### config.mk
export PLATFORM = sky130hd
export DESIGN_NAME = anmux_adc_scanner
export DESIGN_NICKNAME = d
export VERILOG_FILES = /design/src/rtl/anmux_adc_scanner.sv
export SDC_FILE = /design/constraint.sdc
export NUM_CORES = 1
export LEC_CHECK = 0
export BUFFER_PORTS_ARGS = -buffer_cell sky130_fd_sc_hd__clkbuf_2
export CORE_MARGIN = 2
export CORE_UTILIZATION = 40
export CTS_CLUSTER_SIZE = 16
export DETAILED_ROUTE_END_ITERATION = 8
export GPL_ROUTABILITY_DRIVEN = 0
export PLACE_DENSITY = 0.6
export SLEW_MARGIN = 20
export SYNTH_ARGS = -nofsm -noshare
export SYNTH_HDL_FRONTEND = slang
export SYNTH_SLANG_ARGS = --single-unit
### constraint.sdc
create_clock -name sysclk -period 4.5 [get_ports sysclk]
set_input_delay 0 -clock sysclk [delete_from_list [all_inputs] [get_ports sysclk]]
set_output_delay 0 -clock sysclk [all_outputs]
set_load 0.05 [all_outputs]
### src/rtl/anmux_adc_scanner.sv
// Scans DG408 mux channels from a mask. Each channel gets one ADC128S022 frame, and its
// 12-bit result is buffered for readback by the MCU.
module anmux_adc_scanner #(
    parameter int unsigned SCLK_DIV      = 13,
    parameter int unsigned SETTLE_CYCLES = 500,
    parameter int unsigned ADC_IN        = 0
) (
    input  logic        sysclk,
    input  logic        sysreset_n,
    input  logic [7:0]  cmd_mask,
    input  logic        cmd_start,
    input  logic        cmd_continuous,
    input  logic        cmd_stop,
    input  logic [2:0]  rd_sel,
    output logic [15:0] rd_data,
    output logic        busy,
    output logic        done,
    output logic [3:0]  anmux_ctrl,
    output logic        ADC_CS_N,
    output logic        ADC_SCLK,
    output logic        ADC_SADDR,
    input  logic        ADC_SDAT
);

    typedef enum logic [2:0] {
        StPrime, StIdle, StSelect, StSettle, StConvert, StStore
    } state_e;

    localparam logic [7:0]  DivLast    = 8'(SCLK_DIV - 1);
    localparam logic [15:0] SettleLoad = (SETTLE_CYCLES > 1) ? 16'(SETTLE_CYCLES - 2) : 16'd0;
    localparam logic [7:0]  CtrlByte   = {2'b00, 3'(ADC_IN), 3'b000};
    localparam logic [5:0]  PhLast     = 6'd33;

    state_e      state_q, state_d;
    logic [7:0]  div_q, div_d;
    logic [5:0]  ph_q, ph_d;
    logic [15:0] settle_q, settle_d;
    logic [7:0]  mask_q, mask_d;
    logic        cont_q, cont_d;
    logic        stop_q, stop_d;
    logic [2:0]  chan_q, chan_d;
    logic        done_q, done_d;
    logic [3:0]  anmux_q, anmux_d;
    logic        start_prev_q, start_pulse_q;
    logic [11:0] shift_q;
    logic [15:0] rbuf_q [8];
    logic        cs_n_q, sclk_q, saddr_q;
    logic        cs_n_d, sclk_d, saddr_d;
    logic        in_frame, frame_last, sample_en, accept, store_en, stop_now;
    logic [7:0]  higher;
    logic [2:0]  bit_idx;

    function automatic logic [2:0] lowest_bit(input logic [7:0] m);
        lowest_bit = 3'd0;
        for (int i = 7; i >= 0; i--) begin
            if (m[i]) lowest_bit = 3'(i);
        end
    endfunction

    assign in_frame   = (state_q == StPrime) || (state_q == StConvert);
    assign frame_last = in_frame && (div_q == DivLast) && (ph_q == PhLast);
    // Phase 2p+1 is the low half of SCLK period p; its rising edge opens phase 2p+2.
    assign sample_en  = in_frame && (div_q == 8'd0) && !ph_q[0] && (ph_q >= 6'd2)
                        && (ph_q <= 6'd32);
    assign higher     = mask_q & (8'hFE << chan_q);
    assign stop_now   = stop_q | cmd_stop;
    assign bit_idx    = 3'((ph_q - 6'd1) >> 1);

    assign busy       = (state_q != StPrime) && (state_q != StIdle);
    assign done       = done_q;
    assign anmux_ctrl = anmux_q;
    assign ADC_CS_N   = cs_n_q;
    assign ADC_SCLK   = sclk_q;
    assign ADC_SADDR  = saddr_q;
    assign rd_data    = rbuf_q[rd_sel];

    always_comb begin
        state_d  = state_q;
        div_d    = 8'd0;
        ph_d     = 6'd0;
        settle_d = settle_q;
        mask_d   = mask_q;
        cont_d   = cont_q;
        stop_d   = stop_q | (cmd_stop & busy);
        chan_d   = chan_q;
        done_d   = done_q;
        anmux_d  = anmux_q;
        accept   = 1'b0;
        store_en = 1'b0;

        if (in_frame && !frame_last) begin
            if (div_q == DivLast) begin
                ph_d = ph_q + 6'd1;
            end else begin
                div_d = div_q + 8'd1;
                ph_d  = ph_q;
            end
        end

        unique case (state_q)
            StPrime: begin
                anmux_d = 4'b0000;
                if (frame_last) state_d = StIdle;
            end
            StIdle: begin
                anmux_d = 4'b0000;
                if (start_pulse_q && (cmd_mask != 8'd0)) begin
                    accept  = 1'b1;
                    mask_d  = cmd_mask;
                    cont_d  = cmd_continuous;
                    stop_d  = 1'b0;
                    done_d  = 1'b0;
                    chan_d  = lowest_bit(cmd_mask);
                    state_d = StSelect;
                end
            end
            StSelect: begin
                anmux_d  = {1'b1, chan_q};
                settle_d = SettleLoad;
                state_d  = (SETTLE_CYCLES > 1) ? StSettle : StConvert;
            end
            StSettle: begin
                // The select cycle already counts as one settling cycle.
                if (settle_q == 16'd0) state_d = StConvert;
                else                   settle_d = settle_q - 16'd1;
            end
            StConvert: begin
                if (frame_last) state_d = StStore;
            end
            StStore: begin
                store_en = 1'b1;
                if (|higher) begin
                    if (stop_now) begin
                        state_d = StIdle;
                    end else begin
                        chan_d  = lowest_bit(higher);
                        state_d = StSelect;
                    end
                end else begin
                    done_d = 1'b1;
                    if (cont_q && !stop_now) begin
                        chan_d  = lowest_bit(mask_q);
                        state_d = StSelect;
                    end else begin
                        state_d = StIdle;
                    end
                end
            end
            default: state_d = StPrime;
        endcase
    end

    // Pin drivers are registered from the current counters, so every frame edge lags by one cycle.
    always_comb begin
        cs_n_d  = !in_frame;
        sclk_d  = !(in_frame && ph_q[0] && (ph_q <= 6'd31));
        saddr_d = in_frame && (ph_q >= 6'd1) && (ph_q <= 6'd16) && CtrlByte[3'd7 - bit_idx];
    end

    always_ff @(posedge sysclk) begin
        if (!sysreset_n) begin
            state_q       <= StPrime;
            div_q         <= 8'd0;
            ph_q          <= 6'd0;
            settle_q      <= 16'd0;
            mask_q        <= 8'd0;
            cont_q        <= 1'b0;
            stop_q        <= 1'b0;
            chan_q        <= 3'd0;
            done_q        <= 1'b0;
            anmux_q       <= 4'b0000;
            start_prev_q  <= 1'b0;
            start_pulse_q <= 1'b0;
            shift_q       <= 12'd0;
            cs_n_q        <= 1'b1;
            sclk_q        <= 1'b1;
            saddr_q       <= 1'b0;
            for (int i = 0; i < 8; i++) rbuf_q[i] <= 16'd0;
        end else begin
            state_q       <= state_d;
            div_q         <= div_d;
            ph_q          <= ph_d;
            settle_q      <= settle_d;
            mask_q        <= mask_d;
            cont_q        <= cont_d;
            stop_q        <= stop_d;
            chan_q        <= chan_d;
            done_q        <= done_d;
            anmux_q       <= anmux_d;
            start_prev_q  <= cmd_start;
            start_pulse_q <= cmd_start & ~start_prev_q;
            cs_n_q        <= cs_n_d;
            sclk_q        <= sclk_d;
            saddr_q       <= saddr_d;
            // Only the last 12 of 16 bits survive, which drops the four leading zeros.
            if (sample_en) shift_q <= {shift_q[10:0], ADC_SDAT};
            if (accept) begin
                for (int i = 0; i < 8; i++) rbuf_q[i][15] <= 1'b0;
            end else if (store_en) begin
                rbuf_q[chan_q] <= {1'b1, chan_q, shift_q};
            end
        end
    end

endmodule

## Yosys cells after proc, flatten, opt, wreduce, memory -nomap -nowiden

Memories as Yosys holds them, arrays and structs flattened.
Cells that the tools add are included.

- Register bits: 68
- Bits in latches: 0
- Memory bits (writable): 128
- Memory bits (read-only): 8
- Input port bits: 17
- Output and inout bits: 25
- Logic and storage cells: 169
- Memories kept: 2

- Add/subtract/negate cells: 5
- Multiply operators: 0
- Div/mod/pow operators: 0
- Order comparisons: 6
- Eq/ne operators: 16
- Shifts and indexed selects: 1
- Mux-type cells: 68
- Bitwise operators: 16
- Reduce and logical (&&, ||, !) cells: 39

Memory list:

| memory | depth | bits a word | rd ports | clocked after memory_dff | wr ports | line | text |
|---|---|---|---|---|---|---|---|
| rbuf_q | 8 | 16 | 1 | 0 | 8 | 46 | `logic [15:0] rbuf_q [8];` |
| (name not given) | 8 | 1 | 1 | 0 | 0 | 157 | `saddr_d = in_frame && (ph_q >= 6'd1) && (ph_q <= 6'd16) && CtrlByte[3'd7 - bit_idx];` |

Operators by type and width:

| cell | number |
|---|---|
| 3-bit 2-to-1 mux | 34 |
| 16-bit 2-to-1 mux | 2 |
| 16-bit case mux with 2 select lines | 1 |
| 1-bit 2-to-1 mux | 24 |
| 3-bit case mux with 6 select lines | 1 |
| 16-bit zero test | 1 |
| 16-bit OR reduction | 1 |
| 16-bit by 1-bit subtractor with 16-bit output, second input constant | 1 |
| 1-bit logical AND | 15 |
| 6-bit by 5-bit <= comparator with 1-bit output, second input constant | 2 |
| 2-bit inequality test, second input constant | 6 |
| 1-bit bitwise OR | 10 |
| 8-bit by 1-bit adder with 8-bit output, second input constant | 1 |
| 8-bit AND | 1 |
| 8-bit by 4-bit equality test with 1-bit output, second input constant | 1 |
| 8-bit zero test | 1 |
| 4-bit case mux with 2 select lines | 1 |
| 4-bit AND reduction | 2 |
| 8-bit nonzero test | 1 |
| 8-bit OR reduction | 1 |
| 8-bit by 3-bit left shift with 8-bit output, first input constant | 1 |
| 6-bit by 1-bit adder with 6-bit output, second input constant | 1 |
| 3-bit by 2-bit equality test with 1-bit output, second input constant | 2 |
| 3-bit equality test, second input constant | 2 |
| 24 further kinds | 38 |

## Longest topological paths before layout

Gate-level depths: netlist of run 1.

- Depth in word-level cells: 13
- Gate-level depth with buffers: 8
- Gate-level depth less buffers: 7

## Least setup slack after synthesis of run 1

Ideal clock, no wire load.

- Kind: reg-to-reg
- Start: reg state_q[2]
- End: mem rbuf_q[6][0], enable pin
- Arrival time: 2.172 ns
- Required time: 4.092 ns
- Setup slack: 1.920 ns
- Stages on the path, launching flop included: 6
- Clock period less this slack: 2.580 ns
- Path through: dfxtp_1 > buf_2 > and3b_1 > buf_2 > nand3b_1 > o21ai_0

RTL lines:

| element | line | text |
|---|---|---|
| from (decl) | 34 | `state_e state_q, state_d;` |
| from (signal assigned) | 162 | `state_q <= StPrime;` |
| from (signal assigned) | 180 | `state_q <= state_d;` |
| to (decl) | 46 |  |

==> results.cfg, run 1 <==
[route]
wl_met3_um = 677
routed_via_density = 5.42
dr_wl_met2_um = 10100
first_iter_violations = 373
route.detailed.drc = 0
vias = 5690
wl_um = 19400
firstDrtPassIters = 5
routedWlPerCell_um = 18.5
top_layer_used = met4
met1Wirelength_um = 8300
ant_nets = 0

[sta]
finClkSkew_ps = 19.3
setup_viol = 0
grt_setup_unrepaired = false
finalMaxSlewViolations = 0
fin_ws_ps = 1570
relSlewSlack = 0.276
timing.setup.tns_ps = 0
fmax_ghz = 0.341
hold_violations = 0
worst_pin_slew_ps = 1080
fin_crit_ps = 2930
finalCritPeriodShare = 0.651

[synthesis]
ys.warnings.count = 0
async_flop_share = 0
synthCells = 705
netlist_area_um2 = 8880
seq_area_frac_synth = 0.575
synth.avg_cell_area_um2 = 12.6
synth_ff_type = edfxtp_1
synth.lib_cells_used.distinct = 66
synth-edff-count = 120
synth_seq_cells = 195

[floorplanning]
num_io_pins = 42
initial_utilization = 0.407
row_count = 54
fp.coreArea_um2 = 21800
fp.dieW_um = 153
die_area_um2 = 23400
fp.dieH_um = 153

[worst_hold_path]
hold_class = input port to register
hold_depth = 3

[critical_path]
end_kind = register
worstPathRequired_ps = 4560
crit_arrival_ps = 3000
slowest_delay_ps = 640
cpMaxStageDelayCell = dfxtp_1
critPathLaunchType = register
reg2reg_depth = 5
crit_type = register to register
crit_fanout = 17
rrSetupSlack_ps = 1570
crit_path_cell_trace = and3b_1 > nand3b_1 > nor3_1 > buf_4 > nand2b_1

[grt]
antenna_found_initial = 0
grtUsageTotal = 0.172
grt_pass1_wl_um = 31600
grt_max_degree = 33
overflow = 0
first_global_vias = 5885

[clock_network]
cts_repair_resize_count = 0
clock-root-buffer = clkbuf_16
clk_path_buf_depth = 2
clk_pin_slew_ps = 80
ctsHtreeMaxLevel = 4
cts_tree = built
clk_latency_ps = 440
numCtsBuffers = 17
cts.sinks = 195

[finish]
nFillCells = 1912
diodes = 0
final_cell_area_um2 = 10100
multi_input_area_um2 = 3570
final_core_util = 0.464
synthToLayoutAreaGrowth_pct = 14.0
drive_above_1_share = 0.185
final_nets = 780
final_cells = 1049
final-seq-area_um2 = 5100

[placement]
io_buffers = 40
dpl_cell_area_um2 = 9370
post-place-cells = 1005
hpwl_um = 13000
pre_cts_ws_ps = 1590

[outcome]
status = finished, final reports clean

[power_and_ir_drop]
vdd_ir_drop_max_uv = 249
p_leak_uw = 0.00386
power_density_nw_per_um2 = 408

[flow_run]
cap_violations = 0
## final timing paths
| kind | from | to |
|---|---|---|
| worst max register to register | state_q[0]$_SDFFE_PN0P_ | rbuf_q[0][2]$_SDFFCE_PN0P_ |
| worst min register to register | start_prev_q$_SDFF_PN0_ | start_pulse_q$_SDFF_PN0_ |
| worst max-delay path | state_q[0]$_SDFFE_PN0P_ | rbuf_q[0][2]$_SDFFCE_PN0P_ |
| worst min-delay path | sysreset_n | chan_q[0]$_SDFFE_PN0P_ |
## metrics by stage
| stage | power [uW] | hold slack, ps |
|---|---|---|
| finish | 4140 | 71.1 |
| global route | 4290 | 93.5 |
| CTS | 4180 | 44.6 |
| detailed placement | 2540 | 236 |
| global placement | 2530 | 233 |
| floorplan | 2440 | 136 |
## where the power goes
| part | leakage, uW | internal [uW] | switching, uW |
|---|---|---|---|
| clock network | 0.000312 | 907 | 718 |
| registers | 0.00184 | 1960 | 53.3 |
| logic | 0.00171 | 194 | 301 |
| total | 0.00386 | 3060 | 1070 |
## layer usage
| metal | track usage | vias to the layer above |
|---|---|---|
| met4 | 0.0498 | 0 |
| li1 | - | 2673 |
| met1 | 0.216 | 2861 |
| met2 | 0.306 | 131 |
| met5 | 0 | - |
| met3 | 0.0292 | 25 |
## cell usage after synthesis, drive strengths merged (2+ instances only)
cell type	count	area, um^2
edfxtp	120	3600
and3b	2	17.5
a2111oi	3	26.3
or4	6	48.8
nand2b	9	56.3
nor2b	7	43.8
clkbuf	25	93.8
o41ai	3	26.3
xor2	9	78.8
a22oi	4	30.0
buf	18	95.1
a2111o	2	22.5
and2	100	626
nor4	6	52.6
mux2	17	191
nand2	21	78.8
a2bb2oi	3	26.3
inv	16	60.1
or2	2	12.5
and3	5	31.3
o211ai	2	15.0
o22ai	3	18.8
xnor2	16	140
mux4	32	721
a21o	10	75.1
nor3	13	65.1
a31oi	4	25.0
o21ai	10	50.1
nor3b	2	20.0
nand4	9	56.3
ha	7	87.6
a31o	2	17.5
o2bb2ai	2	17.5
o31ai	2	15.0
nor4b	3	56.3
nand3	4	20.0
mux2i	20	200
a211oi	8	60.1
a21oi	15	75.1
dfxtp	75	1500
nor2	69	259
nand3b	2	15.0
## sequential cells by signal, indices dropped and copies added, names as in the netlist
register	count
div_q	8
cont_q	1
anmux_ctrl	4
done	1
stop_q	1
start_prev_q	1
mask_q	8
ph_q	6
rbuf_q	128
ADC_CS_N	1
chan_q	3
ADC_SCLK	1
state_q	3
shift_q	12
start_pulse_q	1
settle_q	16
## placed cells by master (no fill, tap or decap), types with 12 or more instances in the layout
master,Yosys,layout
xnor2_1,16,16
inv_1,16,16
mux2i_1,20,20
edfxtp_1,120,120
nand2_1,21,21
dlygate4sd3_1,0,12
a21oi_1,15,15
nor3_1,13,13
dfxtp_1,75,75
mux2_2,17,17
and2_1,100,100
clkbuf_2,0,40
nor2_1,69,68
clkbuf_16,0,17
conb_1,1,13
mux4_2,32,32
## worst max-delay path: cells and delay by family, from the launching register on
kind | cells | cell delay, ps
DFF | 1 | 640
and+or+nand+nor | 4 | 1680
buffers and inverters | 1 | 230
## repair_timing
action                                  4_1_cts  5_1_grt
setup buffers                                 0        0
hold buffers                                 12        0
hold endpoints to repair                     15        0
endpoints found under the setup margin        0        0
## area by class of cell
| type | instances | share of cell area |
|---|---|---|
| Clock buffer | 18 | 0.0424 |
| Clock inverter | 14 | 0.0204 |
| Inverter | 16 | 0.00593 |
| Multi-Input combinational cell | 463 | 0.353 |
| Sequential cell | 195 | 0.504 |
| Tap cell | 280 | 0.0346 |
| Timing Repair Buffer | 63 | 0.0398 |
## kinds of logic (layout without fill, tap and decap cells)
kind of cell	Yosys count	in the layout	share of synthesized area
simple gates	263	263	0.167
flops	195	195	0.575
compound gates	86	86	0.0695
mux	69	69	0.125
buf+inv	59	111	0.0280
xor+xnor	25	25	0.0247
fa+ha+maj	7	7	0.00986
other cells	1	13	0.000422
Note: power is estimated with default switching activity, not from simulation.
==> inputs of run 2 (changes only) <==
Clock period 4.5 ns to 2.8 ns, I/O delays scaled along.
==> run 2 against run 1 <==
Against the previous run: count of clock-buffer cells in the layout down 1; sequential share of layout area decreased by 0.13 points; clock skew is 6.7 ps lower; die area unchanged; fmax is 27% higher; critical path type unchanged; highest routed layer unchanged.
==> results.cfg, run 2 (synthesis results as in run 1) <==
[finish]
largest_register_ffs = 128
drive_above_1_share = 0.195
regMostFlops = rbuf_q
layout_common_cells = edfxtp_1, and2_1, dfxtp_1
diodes = 0
final_common_cell = edfxtp_1
reg_top3 = rbuf_q: 128 flops, settle_q: 16 flops, shift_q: 12 flops
synthToLayoutAreaGrowth_pct = 14.3
final_nets = 791

[sta]
finalCritPeriodShare = 0.826
worst_pin_slew_ps = 772
setup_viol = 0
finalMaxSlewViolations = 0
relSlewSlack = 0.485
fin_crit_ps = 2310
grt_setup_unrepaired = false
finClkSkew_ps = 12.5
fin_ws_ps = 488
timing.setup.tns_ps = 0
hold_violations = 0
fmax_ghz = 0.433

[clock_network]
hold_buffers = 12
numCtsBuffers = 17
clk_pin_slew_ps = 70
clk_path_buf_depth = 2
postCtsSetupBuffers = 0
clk_latency_ps = 430
cts_repair_resize_count = 0
ctsHtreeMaxLevel = 4
cts_tree = built
clock-root-buffer = clkbuf_16
cts.sinks = 195

[route]
vias = 5731
first_iter_violations = 452
route.detailed.drc = 0
routedWlPerCell_um = 18.3
routed_via_density = 5.41
firstDrtPassIters = 4
wl_um = 19400
ant_nets = 0

[critical_path]
crit_type = register to register
cpMaxStageDelayCell = dfxtp_1
crit_fanout = 18
crit_path_cell_trace = nor2b_1 > a2111o_1 > nor4b_1 > o221ai_1 > a221oi_1
crit_arrival_ps = 2650
end_kind = register
slowest_delay_ps = 700
critPathLaunchType = register
worstPathRequired_ps = 3140

[flow_run]
cap_violations = 0

[power_and_ir_drop]
vdd_ir_drop_max_uv = 404
p_leak_uw = 0.00388
power_density_nw_per_um2 = 628

[floorplanning]
die_area_um2 = 23400
fp.coreArea_um2 = 21800
num_io_pins = 42
initial_utilization = 0.407
fp.dieH_um = 153
row_count = 54
fp.dieW_um = 153

[placement]
hpwl_um = 12500
pre_cts_ws_ps = 488
io_buffers = 40

[grt]
first_global_vias = 5737
antenna_found_initial = 0
overflow = 0
grt_max_degree = 39
grtUsageTotal = 0.171
grt_pass1_wl_um = 31000

[worst_hold_path]
hold_class = input port to register

[outcome]
status = finished, final reports clean
[run 2: cell types whose count changed in the layout (fill, tap and decap cells not counted), sizes merged]
cell and change:
bufinv -3, clkinvlp +2, clkbuf -1, buf +11
inv -2, clkinv +4
[run 2: path summary, 6_finish.rpt]
path	slack, ps	depth (start not counted)	startpoint	endpoint
max	490	5	chan_q[1]$_SDFFE_PN0P_	state_q[0]$_SDFFE_PN0P_
min	60	2	sysreset_n	state_q[1]$_SDFFE_PN0P_
max reg2reg	490	5	chan_q[1]$_SDFFE_PN0P_	state_q[0]$_SDFFE_PN0P_
min reg2reg	380	1	start_prev_q$_SDFF_PN0_	start_pulse_q$_SDFF_PN0_
[run 2: metal layers]
layer / GRT usage / wire (um)
met5: 0 / 0
met4: 0.0591 / 354
met3: 0.0318 / 756
met2: 0.296 / 9700
met1: 0.215 / 8610
[run 2: through the flow]
stage | util | power [uW] | std cells | cell area (um^2) | hold WS [ps]
detailed placement | 0.434 | 4120 | 1016 | 9460 | 238
floorplan | - | 3930 | 717 | 8920 | 136
CTS | 0.465 | 6450 | 1060 | 10200 | 53.9
finish | 0.465 | 6380 | 1060 | 10200 | 60.8
global route | 0.465 | 6640 | 1060 | 10200 | 69.8
global placement | 0.434 | 4090 | 1016 | 9460 | 231
[run 2: layout make-up]
cell class | instances | area [um^2]
Timing Repair Buffer | 74 | 498
Clock buffer | 17 | 425
Clock inverter | 15 | 144
Inverter | 16 | 60.1
Fill cell | 1977 | 11700
Tap cell | 280 | 350
Multi-Input combinational cell | 463 | 3570
Sequential cell | 195 | 5100
[run 2: power by group]
group / internal [uW] / switching [uW]
combinational: 335 / 488
clock: 1180 / 1150
sequential: 3150 / 78.0
[run 2: critical path: cells and delay by family, from the launching register on]
family          cells  cell delay (ps)
flops               1              700
simple gates        2              800
compound gates      3              710
==> inputs of run 3 (changes only) <==
Settings changed: ABC_AREA set to 1.
Clock period 2.8 ns to 2.2 ns, I/O delays scaled along.
==> run 3 against run 2 <==
Against the previous run: sequential power up 23%; first-iteration DRC count down 8.2%; die area decreased by 0.50%; count of clock-buffer cells in the layout grew 1.
==> results.cfg, run 3 <==
[power_and_ir_drop]
p_leak_uw = 0.00411
netSwitchingFraction = 0.257
combPwrFrac = 0.075
clkPwrFrac = 0.404
p_int_uw = 5680
netSwitchingPower_uw = 1970
power_density_nw_per_um2 = 750
seqPwrFrac = 0.520
vdd_ir_drop_max_uv = 609

[sta]
relSlewSlack = 0.453
timing.setup.tns_ps = 0
worst_pin_slew_ps = 820
fin_crit_ps = 1960
fmax_ghz = 0.509
finalMaxSlewViolations = 0
grt_setup_unrepaired = false
setup_viol = 0
finalCritPeriodShare = 0.892
hold_violations = 0
finClkSkew_ps = 10.5

[flow_run]
cap_violations = 0

[synthesis]
synth_ff_type = edfxtp_1
async_flop_share = 0
synth.most_common_cell = nor2_1
seq_area_frac_synth = 0.578
synthCells = 1035
ys.warnings.count = 0
synth-edff-count = 120
synth_top_cell_area_share = 0.408
synth_seq_cells = 195
synth.lib_cells_used.distinct = 35
synth.avg_cell_area_um2 = 8.54
netlist_area_um2 = 8830
ys_top_cells_by_count = nor2_1, nand2_1, edfxtp_1
synth_top_cell_by_area = edfxtp_1
synth.area.top_cells = edfxtp_1, dfxtp_1, nor2_1, nand2_1, o21ai_0

[clock_network]
clk_latency_ps = 430
cts_repair_resize_count = 0
numCtsBuffers = 17
clk_path_buf_depth = 2
clock-root-buffer = clkbuf_16
clk_pin_slew_ps = 80
cts_tree = built
cts.sinks = 195
ctsHtreeMaxLevel = 4

[critical_path]
crit_arrival_ps = 2320
slowest_delay_ps = 680
crit_path_cell_trace = dlygate4sd3_1 > clkbuf_2 > nor2_1 > nand3_1 > o21ai_0 > or2_1 > nand2_1 > o21ai_0
cpMaxStageDelayCell = or2_1
crit_type = input port to register
worstReg2RegStart = state_q[2]$_SDFFE_PN0P_
critPathLaunchType = input port
critPathLaunch = cmd_mask[7]
worstPathRequired_ps = 2550
crit_fanout = 24
cpMostUsedCell = o21ai_0
rrSetupSlack_ps = 300
end_kind = register

[floorplanning]
num_io_pins = 42
row_count = 54
fp.coreArea_um2 = 21800
fp.dieH_um = 153
fp.dieW_um = 153
initial_utilization = 0.406
die_area_um2 = 23300

[finish]
synthToLayoutAreaGrowth_pct = 15.4
layout_common_cells = nor2_1, nand2_1, edfxtp_1
regMostFlops = rbuf_q
final_nets = 1122
final_common_cell = nor2_1
largest_register_ffs = 128
nFillCells = 2102
reg_top3 = rbuf_q: 128 flops, settle_q: 16 flops, shift_q: 12 flops
final_core_util = 0.469
drive_above_1_share = 0.109
final_cell_area_um2 = 10200
diodes = 0

[worst_hold_path]
hold_class = input port to register
hp-start = sysreset_n

[grt]
grt_pass1_wl_um = 33700
antenna_found_initial = 0
first_global_vias = 6574
grtUsageTotal = 0.179
grt_max_degree = 65
overflow = 0

[placement]
dpl_cell_area_um2 = 9480
io_buffers = 40
hpwl_um = 13800

[route]
route.detailed.drc = 0
routedWlPerCell_um = 14.6
routed_via_density = 4.91
vias = 6834
first_iter_violations = 415
ant_nets = 0
wl_um = 20300
firstDrtPassIters = 7

[outcome]
status = finished, final reports clean
[run 3: final cells by class]
class                   count  area (um^2)  area share
repair buffers             79          576      0.0565
inverters                  92          345      0.0339
flip-flops and latches    195         5100       0.501
well taps                 280          350      0.0344
clock buffers              18          439      0.0431
clock inverters            14          153      0.0150
multi-input cells         713         3230       0.316
[run 3: routing by layer]
layer / GRT usage / share of wire
met5: 0 / 0
met4: 0.0472 / 0.011
met3: 0.0313 / 0.036
met2: 0.296 / 0.48
met1: 0.246 / 0.47
[run 3: power groups by stage]
| stage | logic (uW) | registers (uW) | clock network (uW) |
|---|---|---|---|
| after floorplan | 371 | 4060 | 0 |
| after global placement | 559 | 4060 | 0 |
| after detailed placement | 563 | 4060 | 0 |
| after CTS | 580 | 3980 | 3160 |
| after global routing | 630 | 3990 | 3310 |
| final | 576 | 3980 | 3090 |
[run 3: critical path, delay by kind of cell]
family          cells  cell delay (ps)
buf+inv             2              670
compound gates      2              450
simple gates        4             1180
[run 3: final timing paths]
path / endpoint / depth (start not counted)
max: rbuf_q[2][15]$_SDFFE_PP1P_ / 8
min reg2reg: start_pulse_q$_SDFF_PN0_ / 1
max reg2reg: rbuf_q[2][15]$_SDFFE_PP1P_ / 7
min: start_prev_q$_SDFF_PN0_ / 3
[run 3: per-stage QoR]
stage | hold slack [ps] | cells | power [uW] | worst slack (ps)
after global placement | 210 | 1347 | 4620 | 394
final | 50.1 | 1391 | 7650 | 237
after detailed placement | 207 | 1347 | 4630 | 325
after floorplan | 116 | 1047 | 4430 | 263
after global routing | 62.6 | 1391 | 7930 | 27.0
after CTS | 29.6 | 1391 | 7720 | 300
[run 3: cells by family after synthesis]
| family | count (synthesis) | synth area share |
|---|---|---|
| XOR/XNOR | 15 | 0.0149 |
| AO/OA/AOI/OAI | 195 | 0.116 |
| buffers and inverters | 139 | 0.0622 |
| other | 1 | 0.000424 |
| adder cells (fa/ha/maj) | 7 | 0.00991 |
| AND/OR/NAND/NOR | 483 | 0.219 |
| flip-flops | 195 | 0.578 |
[run 3: repair_timing]
item / 4_1_cts / 5_1_grt
setup buffers: 0 / 0
endpoints found under the hold margin: 13 / 0
hold buffers: 12 / 0
